## config.mk

```make
export PLATFORM = sky130hd
export DESIGN_NAME = mini_src_control_unit_flat
export DESIGN_NICKNAME = d
export VERILOG_FILES = /design/src/rtl/mini_src_control_unit_if.sv /design/src/rtl/mini_src_control_unit.sv /design/src/flat_wrapper.sv
export SDC_FILE = /design/constraint.sdc
export NUM_CORES = 1
export LEC_CHECK = 0
export BUFFER_PORTS_ARGS = -buffer_cell sky130_fd_sc_hd__clkbuf_2
export CORE_ASPECT_RATIO = 0.75
export CORE_MARGIN = 2
export CORE_UTILIZATION = 40
export DETAILED_ROUTE_END_ITERATION = 6
export GPL_TIMING_DRIVEN = 0
export PLACE_DENSITY = 0.89
export SYNTH_ARGS = -nofsm -noshare
export SYNTH_HDL_FRONTEND = slang
export SYNTH_SLANG_ARGS = --single-unit
```

## constraint.sdc

```tcl
create_clock -name clk -period 2 [get_ports clk]
set_input_delay 0.1 -clock clk [delete_from_list [all_inputs] [get_ports clk]]
set_output_delay 0.1 -clock clk [all_outputs]
set_load 0.05 [all_outputs]
```

## src/rtl/mini_src_control_unit_if.sv

```systemverilog
// Control bundle between the Mini SRC control sequencer and its datapath.
//   master : the control unit (consumes IR_Data/CON_out, drives all controls)
//   slave  : the datapath side (drives IR_Data/CON_out, consumes controls)
// Signal names match the datapath's existing port names.
interface mini_src_control_unit_if;
  logic [31:0] IR_Data;
  logic        CON_out;
  // register load enables
  logic PC_in, IR_in, Y_in, Z_in, HI_in, LO_in, MAR_in, MDR_in, OutPort_in, IncPC;
  // bus drive enables
  logic PC_out, Zhigh_out, Zlow_out, HI_out, LO_out, MDR_out, InPort_out, C_out;
  // memory strobes
  logic Read, Write;
  // select-and-encode controls
  logic Gra, Grb, Grc, Rin, Rout, BAout;
  logic [4:0] alu_instruction_bits;
  logic       Run;
  logic [3:0] state_out;

  modport master (
    input  IR_Data, CON_out,
    output PC_in, IR_in, Y_in, Z_in, HI_in, LO_in, MAR_in, MDR_in, OutPort_in, IncPC,
    output PC_out, Zhigh_out, Zlow_out, HI_out, LO_out, MDR_out, InPort_out, C_out,
    output Read, Write, Gra, Grb, Grc, Rin, Rout, BAout,
    output alu_instruction_bits, Run, state_out
  );

  modport slave (
    output IR_Data, CON_out,
    input  PC_in, IR_in, Y_in, Z_in, HI_in, LO_in, MAR_in, MDR_in, OutPort_in, IncPC,
    input  PC_out, Zhigh_out, Zlow_out, HI_out, LO_out, MDR_out, InPort_out, C_out,
    input  Read, Write, Gra, Grb, Grc, Rin, Rout, BAout,
    input  alu_instruction_bits, Run, state_out
  );
endinterface

```

## src/rtl/mini_src_control_unit.sv

```systemverilog
// Mini SRC hardwired control sequencer.
// Moore FSM stepping RESET -> T0..T7 per instruction (HALTED after halt).
// Outputs are a combinational decode of (state, IR[31:27]).
// Ports:
//   clk : rising-edge clock
//   clr : synchronous active-high reset (wins over every state)
//   bus : control bundle, master side (IR_Data/CON_out in, controls out)
module mini_src_control_unit #(
  parameter int         OPW     = 5,
  parameter logic [4:0] ALU_ADD = 5'b00011,
  parameter logic [4:0] ALU_AND = 5'b00101,
  parameter logic [4:0] ALU_OR  = 5'b00110
) (
  input  logic                     clk,
  input  logic                     clr,
  mini_src_control_unit_if.master  bus
);
  typedef enum logic [3:0] {
    S_RESET = 4'd0, S_T0 = 4'd1, S_T1 = 4'd2, S_T2 = 4'd3, S_T3 = 4'd4,
    S_T4 = 4'd5, S_T5 = 4'd6, S_T6 = 4'd7, S_T7 = 4'd8, S_HALTED = 4'd9
  } state_e;

  state_e         state_q, state_d;
  logic           taken_q, taken_d;
  logic [OPW-1:0] op;

  assign op = bus.IR_Data[31 -: OPW];

  // opcode classes
  logic is_ld, is_ldi, is_st, is_mem, is_alu_r, is_imm, is_muldiv, is_negnot;
  logic is_br, is_jr, is_in, is_out, is_mfhi, is_mflo, is_halt, br_go;
  always_comb begin
    is_ld     = (op == 5'd0);
    is_ldi    = (op == 5'd1);
    is_st     = (op == 5'd2);
    is_mem    = is_ld | is_ldi | is_st;
    is_alu_r  = (op >= 5'd3) && (op <= 5'd11);
    is_imm    = (op >= 5'd12) && (op <= 5'd14);
    is_muldiv = (op == 5'd15) || (op == 5'd16);
    is_negnot = (op == 5'd17) || (op == 5'd18);
    is_br     = (op == 5'd19);
    is_jr     = (op == 5'd20);
    is_in     = (op == 5'd22);
    is_out    = (op == 5'd23);
    is_mfhi   = (op == 5'd24);
    is_mflo   = (op == 5'd25);
    is_halt   = (op == 5'd27);
    br_go     = is_br & taken_q;
  end

  always_ff @(posedge clk) begin
    if (clr) begin
      state_q <= S_RESET;
      taken_q <= 1'b0;
    end else begin
      state_q <= state_d;
      taken_q <= taken_d;
    end
  end

  // next state
  always_comb begin
    state_d = state_q;
    taken_d = taken_q;
    case (state_q)
      S_RESET:  state_d = S_T0;
      S_T0:     state_d = S_T1;
      S_T1:     state_d = S_T2;
      S_T2:     state_d = S_T3;
      S_T3: begin
        // branch decision is captured here; later br steps only run if taken
        taken_d = bus.CON_out;
        if (is_br)                                             state_d = bus.CON_out ? S_T4 : S_T0;
        else if (is_mem | is_alu_r | is_imm | is_muldiv | is_negnot) state_d = S_T4;
        else if (is_halt)                                      state_d = S_HALTED;
        else                                                   state_d = S_T0;
      end
      S_T4:     state_d = (is_mem | is_alu_r | is_imm | is_muldiv | br_go) ? S_T5 : S_T0;
      S_T5:     state_d = (is_ld | is_st | is_muldiv | br_go) ? S_T6 : S_T0;
      S_T6:     state_d = (is_ld | is_st) ? S_T7 : S_T0;
      S_T7:     state_d = S_T0;
      S_HALTED: state_d = S_HALTED;
      default:  state_d = S_RESET;
    endcase
  end

  // control decode
  always_comb begin
    bus.PC_in = 1'b0; bus.IR_in = 1'b0; bus.Y_in = 1'b0; bus.Z_in = 1'b0;
    bus.HI_in = 1'b0; bus.LO_in = 1'b0; bus.MAR_in = 1'b0; bus.MDR_in = 1'b0;
    bus.OutPort_in = 1'b0; bus.IncPC = 1'b0;
    bus.PC_out = 1'b0; bus.Zhigh_out = 1'b0; bus.Zlow_out = 1'b0; bus.HI_out = 1'b0;
    bus.LO_out = 1'b0; bus.MDR_out = 1'b0; bus.InPort_out = 1'b0; bus.C_out = 1'b0;
    bus.Read = 1'b0; bus.Write = 1'b0;
    bus.Gra = 1'b0; bus.Grb = 1'b0; bus.Grc = 1'b0; bus.Rin = 1'b0; bus.Rout = 1'b0;
    bus.BAout = 1'b0;
    bus.alu_instruction_bits = 5'b0;
    bus.Run       = (state_q != S_HALTED);
    bus.state_out = state_q;
    case (state_q)
      S_T0: begin bus.PC_out = 1'b1; bus.MAR_in = 1'b1; bus.IncPC = 1'b1; bus.Z_in = 1'b1; end
      S_T1: begin bus.Zlow_out = 1'b1; bus.PC_in = 1'b1; bus.Read = 1'b1; bus.MDR_in = 1'b1; end
      S_T2: begin bus.MDR_out = 1'b1; bus.IR_in = 1'b1; end
      S_T3: begin
        if (is_mem) begin
          bus.Grb = 1'b1; bus.BAout = 1'b1; bus.Y_in = 1'b1;
        end else if (is_alu_r | is_imm) begin
          bus.Grb = 1'b1; bus.Rout = 1'b1; bus.Y_in = 1'b1;
        end else if (is_muldiv) begin
          bus.Gra = 1'b1; bus.Rout = 1'b1; bus.Y_in = 1'b1;
        end else if (is_negnot) begin
          bus.Grb = 1'b1; bus.Rout = 1'b1; bus.Z_in = 1'b1; bus.alu_instruction_bits = op;
        end else if (is_br) begin
          bus.Gra = 1'b1; bus.Rout = 1'b1;
        end else if (is_jr) begin
          bus.Gra = 1'b1; bus.Rout = 1'b1; bus.PC_in = 1'b1;
        end else if (is_in) begin
          bus.InPort_out = 1'b1; bus.Gra = 1'b1; bus.Rin = 1'b1;
        end else if (is_out) begin
          bus.Gra = 1'b1; bus.Rout = 1'b1; bus.OutPort_in = 1'b1;
        end else if (is_mfhi) begin
          bus.HI_out = 1'b1; bus.Gra = 1'b1; bus.Rin = 1'b1;
        end else if (is_mflo) begin
          bus.LO_out = 1'b1; bus.Gra = 1'b1; bus.Rin = 1'b1;
        end
      end
      S_T4: begin
        if (is_mem) begin
          bus.C_out = 1'b1; bus.Z_in = 1'b1; bus.alu_instruction_bits = ALU_ADD;
        end else if (is_alu_r | is_muldiv) begin
          // register ops read Rc, mul/div read Rb as the second operand
          bus.Grc = is_alu_r; bus.Grb = is_muldiv;
          bus.Rout = 1'b1; bus.Z_in = 1'b1; bus.alu_instruction_bits = op;
        end else if (is_imm) begin
          bus.C_out = 1'b1; bus.Z_in = 1'b1;
          bus.alu_instruction_bits = (op == 5'd12) ? ALU_ADD : (op == 5'd13) ? ALU_AND : ALU_OR;
        end else if (is_negnot) begin
          bus.Zlow_out = 1'b1; bus.Gra = 1'b1; bus.Rin = 1'b1;
        end else if (br_go) begin
          bus.PC_out = 1'b1; bus.Y_in = 1'b1;
        end
      end
      S_T5: begin
        if (is_ldi | is_alu_r | is_imm) begin
          bus.Zlow_out = 1'b1; bus.Gra = 1'b1; bus.Rin = 1'b1;
        end else if (is_ld | is_st) begin
          bus.Zlow_out = 1'b1; bus.MAR_in = 1'b1;
        end else if (is_muldiv) begin
          bus.Zlow_out = 1'b1; bus.LO_in = 1'b1;
        end else if (br_go) begin
          bus.C_out = 1'b1; bus.Z_in = 1'b1; bus.alu_instruction_bits = ALU_ADD;
        end
      end
      S_T6: begin
        if (is_ld) begin
          bus.Read = 1'b1; bus.MDR_in = 1'b1;
        end else if (is_st) begin
          bus.Gra = 1'b1; bus.Rout = 1'b1; bus.MDR_in = 1'b1;
        end else if (is_muldiv) begin
          bus.Zhigh_out = 1'b1; bus.HI_in = 1'b1;
        end else if (br_go) begin
          bus.Zlow_out = 1'b1; bus.PC_in = 1'b1;
        end
      end
      S_T7: begin
        if (is_ld) begin
          bus.MDR_out = 1'b1; bus.Gra = 1'b1; bus.Rin = 1'b1;
        end else if (is_st) begin
          bus.Write = 1'b1;
        end
      end
      default: ;
    endcase
  end
endmodule
```

## src/flat_wrapper.sv

```systemverilog
// flat-port wrapper written by rule: the top's interface ports become plain ports
module mini_src_control_unit_flat 
#(
  parameter int         OPW     = 5,
  parameter logic [4:0] ALU_ADD = 5'b00011,
  parameter logic [4:0] ALU_AND = 5'b00101,
  parameter logic [4:0] ALU_OR  = 5'b00110
)
  (clk, clr, bus_IR_Data, bus_CON_out, bus_PC_in, bus_IR_in, bus_Y_in, bus_Z_in, bus_HI_in, bus_LO_in, bus_MAR_in, bus_MDR_in, bus_OutPort_in, bus_IncPC, bus_PC_out, bus_Zhigh_out, bus_Zlow_out, bus_HI_out, bus_LO_out, bus_MDR_out, bus_InPort_out, bus_C_out, bus_Read, bus_Write, bus_Gra, bus_Grb, bus_Grc, bus_Rin, bus_Rout, bus_BAout, bus_alu_instruction_bits, bus_Run, bus_state_out);
  mini_src_control_unit_if bus_i ();
  input  logic clk;
  input  logic clr;
  input wire logic [$bits(bus_i.IR_Data)-1:0] bus_IR_Data;
  input wire logic [$bits(bus_i.CON_out)-1:0] bus_CON_out;
  output wire logic [$bits(bus_i.PC_in)-1:0] bus_PC_in;
  output wire logic [$bits(bus_i.IR_in)-1:0] bus_IR_in;
  output wire logic [$bits(bus_i.Y_in)-1:0] bus_Y_in;
  output wire logic [$bits(bus_i.Z_in)-1:0] bus_Z_in;
  output wire logic [$bits(bus_i.HI_in)-1:0] bus_HI_in;
  output wire logic [$bits(bus_i.LO_in)-1:0] bus_LO_in;
  output wire logic [$bits(bus_i.MAR_in)-1:0] bus_MAR_in;
  output wire logic [$bits(bus_i.MDR_in)-1:0] bus_MDR_in;
  output wire logic [$bits(bus_i.OutPort_in)-1:0] bus_OutPort_in;
  output wire logic [$bits(bus_i.IncPC)-1:0] bus_IncPC;
  output wire logic [$bits(bus_i.PC_out)-1:0] bus_PC_out;
  output wire logic [$bits(bus_i.Zhigh_out)-1:0] bus_Zhigh_out;
  output wire logic [$bits(bus_i.Zlow_out)-1:0] bus_Zlow_out;
  output wire logic [$bits(bus_i.HI_out)-1:0] bus_HI_out;
  output wire logic [$bits(bus_i.LO_out)-1:0] bus_LO_out;
  output wire logic [$bits(bus_i.MDR_out)-1:0] bus_MDR_out;
  output wire logic [$bits(bus_i.InPort_out)-1:0] bus_InPort_out;
  output wire logic [$bits(bus_i.C_out)-1:0] bus_C_out;
  output wire logic [$bits(bus_i.Read)-1:0] bus_Read;
  output wire logic [$bits(bus_i.Write)-1:0] bus_Write;
  output wire logic [$bits(bus_i.Gra)-1:0] bus_Gra;
  output wire logic [$bits(bus_i.Grb)-1:0] bus_Grb;
  output wire logic [$bits(bus_i.Grc)-1:0] bus_Grc;
  output wire logic [$bits(bus_i.Rin)-1:0] bus_Rin;
  output wire logic [$bits(bus_i.Rout)-1:0] bus_Rout;
  output wire logic [$bits(bus_i.BAout)-1:0] bus_BAout;
  output wire logic [$bits(bus_i.alu_instruction_bits)-1:0] bus_alu_instruction_bits;
  output wire logic [$bits(bus_i.Run)-1:0] bus_Run;
  output wire logic [$bits(bus_i.state_out)-1:0] bus_state_out;
  assign bus_i.IR_Data = bus_IR_Data;
  assign bus_i.CON_out = bus_CON_out;
  assign bus_PC_in = bus_i.PC_in;
  assign bus_IR_in = bus_i.IR_in;
  assign bus_Y_in = bus_i.Y_in;
  assign bus_Z_in = bus_i.Z_in;
  assign bus_HI_in = bus_i.HI_in;
  assign bus_LO_in = bus_i.LO_in;
  assign bus_MAR_in = bus_i.MAR_in;
  assign bus_MDR_in = bus_i.MDR_in;
  assign bus_OutPort_in = bus_i.OutPort_in;
  assign bus_IncPC = bus_i.IncPC;
  assign bus_PC_out = bus_i.PC_out;
  assign bus_Zhigh_out = bus_i.Zhigh_out;
  assign bus_Zlow_out = bus_i.Zlow_out;
  assign bus_HI_out = bus_i.HI_out;
  assign bus_LO_out = bus_i.LO_out;
  assign bus_MDR_out = bus_i.MDR_out;
  assign bus_InPort_out = bus_i.InPort_out;
  assign bus_C_out = bus_i.C_out;
  assign bus_Read = bus_i.Read;
  assign bus_Write = bus_i.Write;
  assign bus_Gra = bus_i.Gra;
  assign bus_Grb = bus_i.Grb;
  assign bus_Grc = bus_i.Grc;
  assign bus_Rin = bus_i.Rin;
  assign bus_Rout = bus_i.Rout;
  assign bus_BAout = bus_i.BAout;
  assign bus_alu_instruction_bits = bus_i.alu_instruction_bits;
  assign bus_Run = bus_i.Run;
  assign bus_state_out = bus_i.state_out;
  mini_src_control_unit #(.OPW(OPW), .ALU_ADD(ALU_ADD), .ALU_AND(ALU_AND), .ALU_OR(ALU_OR)) u_core (.clk(clk), .clr(clr), .bus(bus_i));
endmodule
```

Word-level counts from Yosys, hierarchy flattened. Cells that the tools add are included. W data, S select, Z words.

Word-level logic and storage cells: 210. Register bits: 5. Input port bits: 35.

Reduce and logical (&&, ||, !) cells: 7. Mux-type cells: 157. Magnitude comparators: 4. Equality and inequality tests: 25. Bitwise logic cells: 15.

Operators with widths (number): $mux W1 (121); $mux W5 (11); $eq A5 B5 Y1 const B (10); $pmux W4 S9 (1); $eq A4 B3 Y1 const B (4); $mux W4 (4); $pmux W1 S2 (8); $eq A5 B4 Y1 const B (3); $pmux W5 S3 (1); $or A1 B1 Y1 (14); $pmux W1 S4 (3); $le A5 B4 Y1 const B (2); $mux W3 (3); $eq A4 B2 Y1 const B (2); $eq A4 B4 Y1 const B (2); $pmux W1 S3 (2); $eq A5 B1 Y1 const B (1); $eq A5 B2 Y1 const B (1); $ge A5 B2 Y1 const B (1); $ge A5 B4 Y1 const B (1); $logic_not A5 Y1 (1); $pmux W1 S5 (1); $eq A4 B1 Y1 const B (1); $logic_not A4 Y1 (1); 6 further kinds (9).

Depth between registers and ports, before layout. Gate-level depths: netlist of run 1.

Depth after elaboration: 12. Depth in mapped cells: 7. Gate-level depth less buffers: 5.

Worst setup path after synthesis of run 1. OpenSTA, ideal clock, no wires.

Path type: register to output. Start point: register u_core.state_q[2] (netlist: u_core.bus.state_out[2]). End point: output port bus_LO_out. Buffers on the path: 0. Data arrival time: 2.848 ns. Cell stages (with the launch flop): 4. Setup slack: -0.948 ns. Cells stage by stage: dfxtp_1 > nor4b_2 > nand2_1 > nor4_1.

Longest elaborated chain between the ends: 2.

Ends and longest elaborated chain: from (decl) (RTL line mini_src_control_unit.sv:23) `state_e state_q, state_d;`; from (signal assigned) (RTL line mini_src_control_unit.sv:56) `state_q <= state_d;`; $eq A4 B3 Y1 (RTL line mini_src_control_unit.sv:100) `case (state_q)`; $mux W1 (RTL line mini_src_control_unit.sv:100); to (decl) (RTL line flat_wrapper.sv:29) `output wire logic [$bits(bus_i.LO_out)-1:0] bus_LO_out;`.

No other way between the ends.

Final worst setup path of run 1.
Start point: register u_core.state_q[1] (netlist: u_core.bus.state_out[1]). End point: output port bus_Gra.

Longest elaborated chain between the ends: 2. Elaborated cells on any way between the ends: 6.

Ends and longest elaborated chain: $eq A4 B4 Y1 / $eq A4 B3 Y1 (equally long branches) (RTL line mini_src_control_unit.sv:100); $pmux W1 S5 (*) (RTL line mini_src_control_unit.sv:100); to (decl) (RTL line flat_wrapper.sv:35) `output wire logic [$bits(bus_i.Gra)-1:0] bus_Gra;`.

Mark *: on every way between the ends. The rest lies on a longest branch, timed or not.

==> results of run 1 <==
==> state kept, by name, summed over array words and instances (netlist names) <==
| name | flops |
|---|---|
| u_core.taken_q | 1 |
| u_core.bus.state_out | 4 |
==> critical path, delay by kind of cell, from the launching register on <==
kind / cells / cell delay (ns)
simple gates: 3 / 0.61
compound gates: 1 / 0.36
buf+inv: 1 / 0.22
flops: 1 / 0.42
==> worst paths after layout <==
check,from,to,slack [ns],cells after the start
max,u_core.bus.state_out[1],bus_Gra,0.03,5
min,clr,u_core.bus.state_out[1],0.07,2
max reg2reg,u_core.bus.state_out[3],u_core.bus.state_out[3],0.47,5
min reg2reg,u_core.taken_q,u_core.taken_q,0.49,2
==> repair_timing <==
action	in CTS	in global routing
resized for setup	14	22
cloned	0	0
pin swaps	1	2
hold buffers	0	0
buffers inserted	2	1
endpoints found under the setup margin	15	16
==> routing by layer <==
metal / GRT usage [%] / vias to the layer above
met5: 0 / -
met2: 41.88 / 131
li1: - / 685
met3: 6.486 / 10
met1: 36.06 / 653
met4: 7.660 / 0
==> cells in the mapped netlist (2+ instances only) <==
master	number	area (µm²)
and3_1	3	18.77
a21oi_1	9	45.04
nand3b_1	3	22.52
a221o_1	2	20.02
o31ai_1	3	22.52
nor3_1	9	45.04
o21a_1	2	15.01
buf_2	6	30.03
or2_2	2	12.51
a31oi_1	3	18.77
or4b_1	2	20.02
a211oi_1	4	30.03
a211o_1	2	17.52
o41ai_1	2	17.52
nand2_1	15	56.30
o21ai_0	12	60.06
nand4bb_1	3	33.78
clkbuf_2	2	10.01
nand2b_1	7	43.79
nor2b_1	5	31.28
clkbuf_1	6	22.52
nor2_1	13	48.80
nand3_1	5	25.02
and4_1	2	17.52
nor4_1	2	12.51
inv_1	5	18.77
or3_1	4	25.02
dfxtp_1	5	100.1
==> power by group <==
group | switching, mW | internal, mW
Sequential | 0.0128 | 0.106
Combinational | 0.213 | 0.0776
Clock | 0.0470 | 0.0758
==> area by class of cell <==
type,instances,share of cell area [%]
Timing Repair Buffer,43,16.63
Sequential cell,5,7.009
Tap cell,34,2.771
Multi-Input combinational cell,131,64.63
Inverter,6,1.467
Clock buffer,4,1.711
Buffer,16,5.786
==> cells by family (layout without fill, tap and decap cells) <==
group | after synthesis | in the layout
compound gates | 48 | 48
xor+xnor | 1 | 1
buf+inv | 22 | 69
flops | 5 | 5
simple gates | 82 | 82
==> reports/results.tsv, run 1 <==
metric	value	unit
clk_path_buf_depth	2	
die_x	62.05	µm
finish.utilization	65.44	%
io_buffers	40	
total_power	0.5317	mW
track_usage	26.52	%
p_per_area	346.4	mW/mm²
hold_viol_final	0	
startpoint_type	register	
postPlaceCellArea	0.001380	mm²
synthXorXnorAreaFrac	0.8663	%
drt_first_pass_iters	5	
ys_types	48	
min_path_type	in -> reg	
whs	0.07249	ns
design_area	0.001535	mm²
grt_overflow	0	
skew	0.004171	ns
p_leak	0.6714	nW
coreArea	0.002346	mm²
cts.sinks	5	
syn_area	0.001011	mm²
cts.clk_slew.worst_paths	0.04	ns
wl_met3	503	µm
multi_input_area	992.2	µm²
tns	0	ns
path_max_fanout	8	
synth_fa_ha_area_share	0	%
slowest_stage	dfxtp_4	
crit_path_end_kind	primary output	
path_cells	and4bb_2 > and4_1 > a311oi_4 > nand3_2 > clkbuf_4	
yosysWarnings	0	
worst_slack	0.02687	ns
fp-row-count	15	
synth-edff-count	0	
ant_nets	0	
cts_made_buffers	3	
m1WireLength	1554	µm
syn_avg_cell_area	6.399	µm²
ioPinCount	71	
drive_gt1_share	42.93	%
n_antenna_cell	0	
worstPathArrival	1.87	ns
worst_pin_slew	0.7182	ns
status	finished clean	
dpl.hpwl	2678	µm
cts_tree	built	
max_freq	0.5068	GHz
cts-root-buf	clkbuf_4	
min_period	1.973	ns
setup.worst_path.class	reg -> out	
synthToLayoutAreaGrowth	51.86	%
period_share	98.66	%
synth_simple_gate_area_share	47.03	%
drt_iter0_markers	108	
place_ws	-0.006231	ns
ir_drop	0.3164	mV
seq_area	107.6	µm²
final_common_cell	clkbuf_2	
maxUsedRoutingLayer	met4	
seq_area_frac_synth	9.901	%
dr_total_vias	1479	
wirelength	3713	µm
ys_seq_elements	5	
grt_pass1_vias	1260	
gp_congestion	0.9648	
rsz0062_at_grt	yes	
setup_viol	0	
drv_slew	0	
max-cap-violations	0	
die_area	0.002950	mm²
antenna_found_initial	0	
chipHeight	47.54	µm
drc	0	
htree_levels	1	
grt_pass1_wl	5802	µm
initial_utilization	43.09	%
synthCells	158	
synthMuxAreaShare	0	%
vias_per_cell	6.188	
synthArstFlopShare	0	%
fin_nets	241	
fillCellCount	209	
crit_path_max_incr_delay	0.42	ns
layout_common_cells	31 x clkbuf_2, 14 x nand2_1, 12 x nor2_1, 12 x clkbuf_4, 9 x a21oi_1	
cp.required	1.90	ns
ys.flop_type	dfxtp_1	
wl_met2	1601	µm
relSlewSlack	51.49	%
synth_top_family_by_area	simple AND/OR/NAND/NOR gates	
wl_per_cell	15.54	µm
grt_max_degree	11	
clk_latency	0.25	ns
final_cells	239	
synth_compound_area_share	31.93	%
dp.cells	232	
syn-num-nets	193	
Note: power is estimated with default switching activity, not from simulation.
==> run 2: changes to the inputs <==
==> constraint.sdc (replaced) <==
create_clock -name clk -period 2 [get_ports clk]
set_input_delay 0.4 -clock clk [delete_from_list [all_inputs] [get_ports clk]]
set_output_delay 0.4 -clock clk [all_outputs]
set_load 0.05 [all_outputs]
==> run 2 against run 1 <==
Net effect:
- the flow now stops in 5_1_grt
- synthesized cell count did not move
- area after synthesis did not move
==> reports/results.tsv, run 2 <==
metric	value	unit
status	stopped before the end	
lastStage	5_1_grt	
firstError	[ERROR DPL-0038] Utilization greater than 100%, impossible to legalize	
ioPinCount	71	
die_x	62.05	µm
initial_utilization	43.09	%
synth_common_cells	15 x nand2_1, 13 x nor2_1, 12 x o21ai_0	
synth_top_area_share	9.901	%
syn-num-nets	193	
place_ws	-0.4002	ns
syn_area	0.001011	mm²
yosysMostFrequentCell	nand2_1	
ys.flop_type	dfxtp_1	
synthArstFlopShare	0	%
syn_avg_cell_area	6.399	µm²
yosysWarnings	0	
htree_levels	1	
postPlaceCellArea	0.001595	mm²
synthCells	158	
dpl.hpwl	3064	µm
cts-root-buf	clkbuf_4	
synth_area_leaders	dfxtp_1 9.9%, o21ai_0 5.9%, nand2_1 5.6%	
seq_area_frac_synth	9.901	%
clk_path_buf_depth	2	
ys_types	48	
chipHeight	47.54	µm
grt_max_degree	11	
cts.sinks	5	
synth-edff-count	0	
worst_path_end_type	output port	
ys_seq_elements	5	
yosys.area.top_type	dfxtp_1	
gp_congestion	0.9503	
fp-row-count	15	
io_buffers	40	
cts_made_buffers	3	
cts_hold_buf	0	
grt_worst_setup_endpoint	bus_Grb	
==> run 2: cell counts after synthesis <==
Identical to the previous run, type by type.
==> run 2: cell families after synthesis <==
family	Yosys count	share of synthesized area, %
DFF	5	9.901
buffers and inverters	22	10.27
AOI/OAI and AO/OA	48	31.93
and+or+nand+nor	82	47.03
xor gates and xnor gates	1	0.8665
==> run 2: per-stage QoR <==
| stage | util (%) | setup TNS, ns | instances |
|---|---|---|---|
| 2_1_floorplan | - | -1.020 | 158 |
| 3_3_place_gp | 68.00 | -4.909 | 232 |
| 3_5_place_dp | 68.00 | -5.513 | 232 |
| 4_1_cts | 95.36 | -1.720 | 257 |
==> run 2: repair_timing <==
item	in CTS
gates cloned	1
pin swaps	22
endpoints found under the setup margin	30
buffers inserted	20
resized for setup	102
==> run 3: changes to the inputs <==
CORE_ASPECT_RATIO = not set   (was 0.75)
CORE_UTILIZATION = 25   (was 40)
PLACE_DENSITY = not set   (was 0.89)
PLACE_DENSITY_LB_ADDON = 0.15   (was not set)
==> run 3 against run 2 <==
Net effect:
- the flow now finishes, with violations (setup timing)
==> reports/results.tsv, run 3 (synthesis gave the netlist of run 1 again) <==
metric	value	unit
crit_start	bus_IR_Data[30]	
final_cells	294	
drt_first_pass_iters	5	
worstReg2RegEnd	u_core.bus.state_out[3]	
min_period	2.207	ns
worstSetupEndpoint	bus_alu_instruction_bits[4]	
fp-row-count	23	
gp_congestion	0.8767	
dp.cells	248	
dpl.hpwl	3186	µm
worstPathArrival	1.81	ns
drt_iter0_markers	92	
grt_pass1_wl	8024	µm
worst_pin_slew	0.4213	ns
htree_levels	1	
reg2reg_depth	6	
grt_max_degree	11	
ant_nets	0	
grt_overflow	0	
fin_nets	280	
crit_path_end_kind	primary output	
max_freq	0.4531	GHz
skew	0.002856	ns
clk_path_buf_depth	2	
p_leak	1.087	nW
violations	setup timing	
rsz0062_at_grt	yes	
largest_reg_flops	4	
vias_per_cell	5.704	
finish.utilization	66.96	%
drive_gt1_share	72.95	%
hold_viol_final	0	
coreArea	0.003943	mm²
total_power	0.7906	mW
clk_latency	0.23	ns
initial_utilization	25.64	%
die_area	0.004568	mm²
cp.required	1.60	ns
min_path_type	in -> reg	
track_usage	23.23	%
worst_slack	-0.2069	ns
die_x	67.59	µm
ir_drop	0.2088	mV
cts.clk_slew.worst_paths	0.04	ns
r2r_start	u_core.bus.state_out[0]	
layout_common_cells	34 x buf_4, 24 x buf_8, 19 x buf_6, 9 x clkbuf_2, 8 x clkbuf_8	
synthToLayoutAreaGrowth	161.1	%
setup.worst_path.class	in -> out	
period_share	110.3	%
dr_total_vias	1677	
n_antenna_cell	0	
setup_viol	17	
ioPinCount	71	
wl_per_cell	18.77	µm
max-cap-violations	0	
r2r_slack	0.28	ns
antenna_found_initial	0	
drc	0	
final_common_cell	buf_4	
relSlewSlack	71.85	%
cts.sinks	5	
cts_made_buffers	3	
status	complete, but fails checks	
grt_pass1_vias	1606	
path_max_fanout	3	
drv_slew	0	
cts-root-buf	clkbuf_8	
cts_tree	built	
io_buffers	40	
wirelength	5518	µm
cts_hold_buf	0	
p_per_area	299.5	mW/mm²
chipHeight	67.59	µm
startpoint_type	primary input	
## run 3: per-layer routing
metal	track usage, %	wire length, µm	vias up
met5	0	0	-
met4	8.929	93	0
met3	2.000	186	12
met2	39.46	3023	60
met1	30.15	2214	840
li1	-	-	765
## run 3: worst min-delay path by stage
stage | from | end | depth (start not counted)
after floorplan | u_core.taken_q | u_core.taken_q | 2
after global placement | u_core.taken_q | u_core.taken_q | 2
after detailed placement | u_core.taken_q | u_core.taken_q | 2
after CTS | clr | u_core.bus.state_out[1] | 2
after global routing | clr | u_core.bus.state_out[1] | 2
final | bus_CON_out | u_core.taken_q | 3
## run 3: timing repair
action,4_1_cts,5_1_grt
gates resized for setup,102,75
pin swaps,19,28
endpoints found under the setup margin,30,30
buffers inserted,23,19
## run 3: final cells by class
| class | count | area, µm² |
|---|---|---|
| tap | 50 | 62.56 |
| multi-input combinational | 131 | 1320 |
| inverter | 6 | 26.28 |
| timing repair buffer | 82 | 852.1 |
| fill | 282 | 1303 |
| sequential | 5 | 115.1 |
| clock buffer | 4 | 45.04 |
| buffer | 16 | 219.0 |
## run 3: worst max-delay path, stage by stage
cell and delay, ns:
buf_8 0.10, or4b_4 0.52, a211o_1 0.33, o21a_4 0.16, a21oi_4 0.13, buf_8 0.16
## run 3: stage by stage
stage / setup TNS (ns) / hold WS, ns / instance area (µm²) / setup slack [ns]
4_1_cts: -1.440 / 0.4043 / 2302 / -0.2228
5_1_grt: -2.767 / 0.4184 / 2640 / -0.2423
6_report: -1.722 / 0.4178 / 2640 / -0.2069
3_3_place_gp: -5.837 / 0.4773 / 1615 / -0.4073
3_5_place_dp: -6.090 / 0.4835 / 1615 / -0.4102
2_1_floorplan: -1.020 / 0.4436 / 1353 / -0.1686
## run 3: power breakdown
part	total (mW)	internal, mW	switching (mW)
Clock	0.193	0.137	0.0554
Combinational	0.482	0.198	0.283
Sequential	0.116	0.104	0.0123
Total	0.791	0.440	0.351
==> run 4: changes to the inputs <==
CAP_MARGIN = 20   (was not set)
PLACE_DENSITY_LB_ADDON = not set   (was 0.15)
==> run 4 against run 3 <==
Net effect:
- sequential share of layout area up 0.21 points
- flip-flop and latch count is the same
- combinational power decreased by 2%
- setup slack better by 0.016 ns
- register-to-register slack about the same
- utilization decreased by 3.0 points
- sequential power is essentially flat
- critical endpoint is now bus_Zlow_out
- the flow still finishes with violations (setup timing)
==> reports/results.tsv, run 4 (synthesis gave the netlist of run 1 again) <==
metric	value	unit
status	complete, but fails checks	
violations	setup timing	
cts.sinks	5	
grt_overflow	0	
gp_congestion	0.8287	
wirelength	5170	µm
wl_per_cell	17.95	µm
setup_viol	17	
grt_pass1_vias	1545	
max-cap-violations	0	
hold_viol_final	0	
largest_reg_flops	4	
fp-row-count	23	
place_ws	-0.4077	ns
cp.required	1.60	ns
relSlewSlack	76.35	%
worst_pin_slew	0.3526	ns
chipHeight	67.59	µm
die_x	67.59	µm
io_buffers	40	
antenna_found_initial	0	
period_share	109.5	%
cts_made_buffers	3	
grt_pass1_wl	7665	µm
htree_levels	1	
whs_path_depth	2	
drv_slew	0	
cts_hold_buf	0	
ioPinCount	71	
ir_drop	0.2142	mV
ant_nets	0	
die_area	0.004568	mm²
cts.clk_slew.worst_paths	0.04	ns
cts-root-buf	clkbuf_8	
fin_nets	274	
coreArea	0.003943	mm²
synthToLayoutAreaGrowth	149.4	%
clk_latency	0.23	ns
worstPathArrival	1.79	ns
max_freq	0.4565	GHz
vias_per_cell	5.802	
total_power	0.7846	mW
track_usage	22.06	%
p_leak	1.038	nW
drt_iter0_markers	147	
worst_slack	-0.1904	ns
dr_total_vias	1671	
dpl.hpwl	2996	µm
initial_utilization	25.64	%
layout_common_cells	32 x buf_4, 24 x buf_8, 10 x clkbuf_8, 10 x buf_6, 10 x clkbuf_2	
drive_gt1_share	71.43	%
skew	0.002684	ns
reg2reg_depth	6	
grt_max_degree	11	
startpoint_type	primary input	
clk_path_buf_depth	2	
drc	0	
drt_first_pass_iters	4	
n_antenna_cell	0	
min_path_type	in -> reg	
setup.worst_path.class	in -> out	
min_period	2.190	ns
finish.utilization	63.95	%
cts_tree	built	
p_per_area	311.2	mW/mm²
final_common_cell	buf_4	
crit_path_end_kind	primary output	
path_max_fanout	7	
whs	0.4057	ns
rsz0062_at_grt	yes	
[run 4: cell types whose count changed in the layout (fill, tap and decap cells not counted), moves of 2 or more]
cell	before	now
clkbuf_8	8	10
buf_6	19	10
o21ai_2	5	7
clkbuf_4	1	5
buf_4	34	32
buf_12	2	0
o21ai_4	2	0
[run 4: what timing repair did]
action,CTS,global route
pin swaps,18,23
resized for setup,94,56
hold endpoints to repair,0,0
setup endpoints to repair,30,30
buffers inserted,20,14
cloned,1,1
[run 4: power by group]
group          total, mW  internal (mW)  switching, mW
combinational      0.471          0.194          0.277
sequential         0.115          0.104         0.0112
clock              0.199          0.138         0.0611
[run 4: final timing paths]
kind                            from  slack, ns                      end
min                              clr       0.41           u_core.taken_q
min reg2reg           u_core.taken_q       0.55           u_core.taken_q
max                  bus_IR_Data[30]      -0.19             bus_Zlow_out
max reg2reg  u_core.bus.state_out[3]       0.29  u_core.bus.state_out[3]
[run 4: cell type report]
cell class / instances / area, µm²
fillers: 290 / 1421
clock buffers: 4 / 45.04
flip-flops and latches: 5 / 115.1
inverters: 6 / 26.28
multi-input cells: 131 / 1295
repair buffers: 76 / 768.2
plain buffers: 16 / 209.0
well taps: 50 / 62.56
[run 4: per-layer routing]
metal	share of wire [%]	GRT usage, %	up-vias	routed length, µm
met5	0	0	-	0
met4	3.7	9.184	0	191
met3	7.1	3.500	22	368
met2	50	37.62	102	2585
met1	39	27.28	788	2024
li1	-	-	759	-
[run 4: worst max-delay path, cell delays in order]
cell	delay [ns]
buf_6	0.10
buf_8	0.13
clkbuf_2	0.15
buf_4	0.15
o41ai_4	0.33
buf_4	0.21
a21oi_2	0.06
nand2_1	0.10
buf_8	0.15
[run 4: per-stage QoR]
step,area (µm²),instances,TNS (ns)
after floorplan,1353,158,-1.020
after global placement,1615,248,-5.932
after detailed placement,1615,248,-5.659
after CTS,2248,273,-1.636
after global routing,2521,288,-2.942
final,2521,288,-2.171
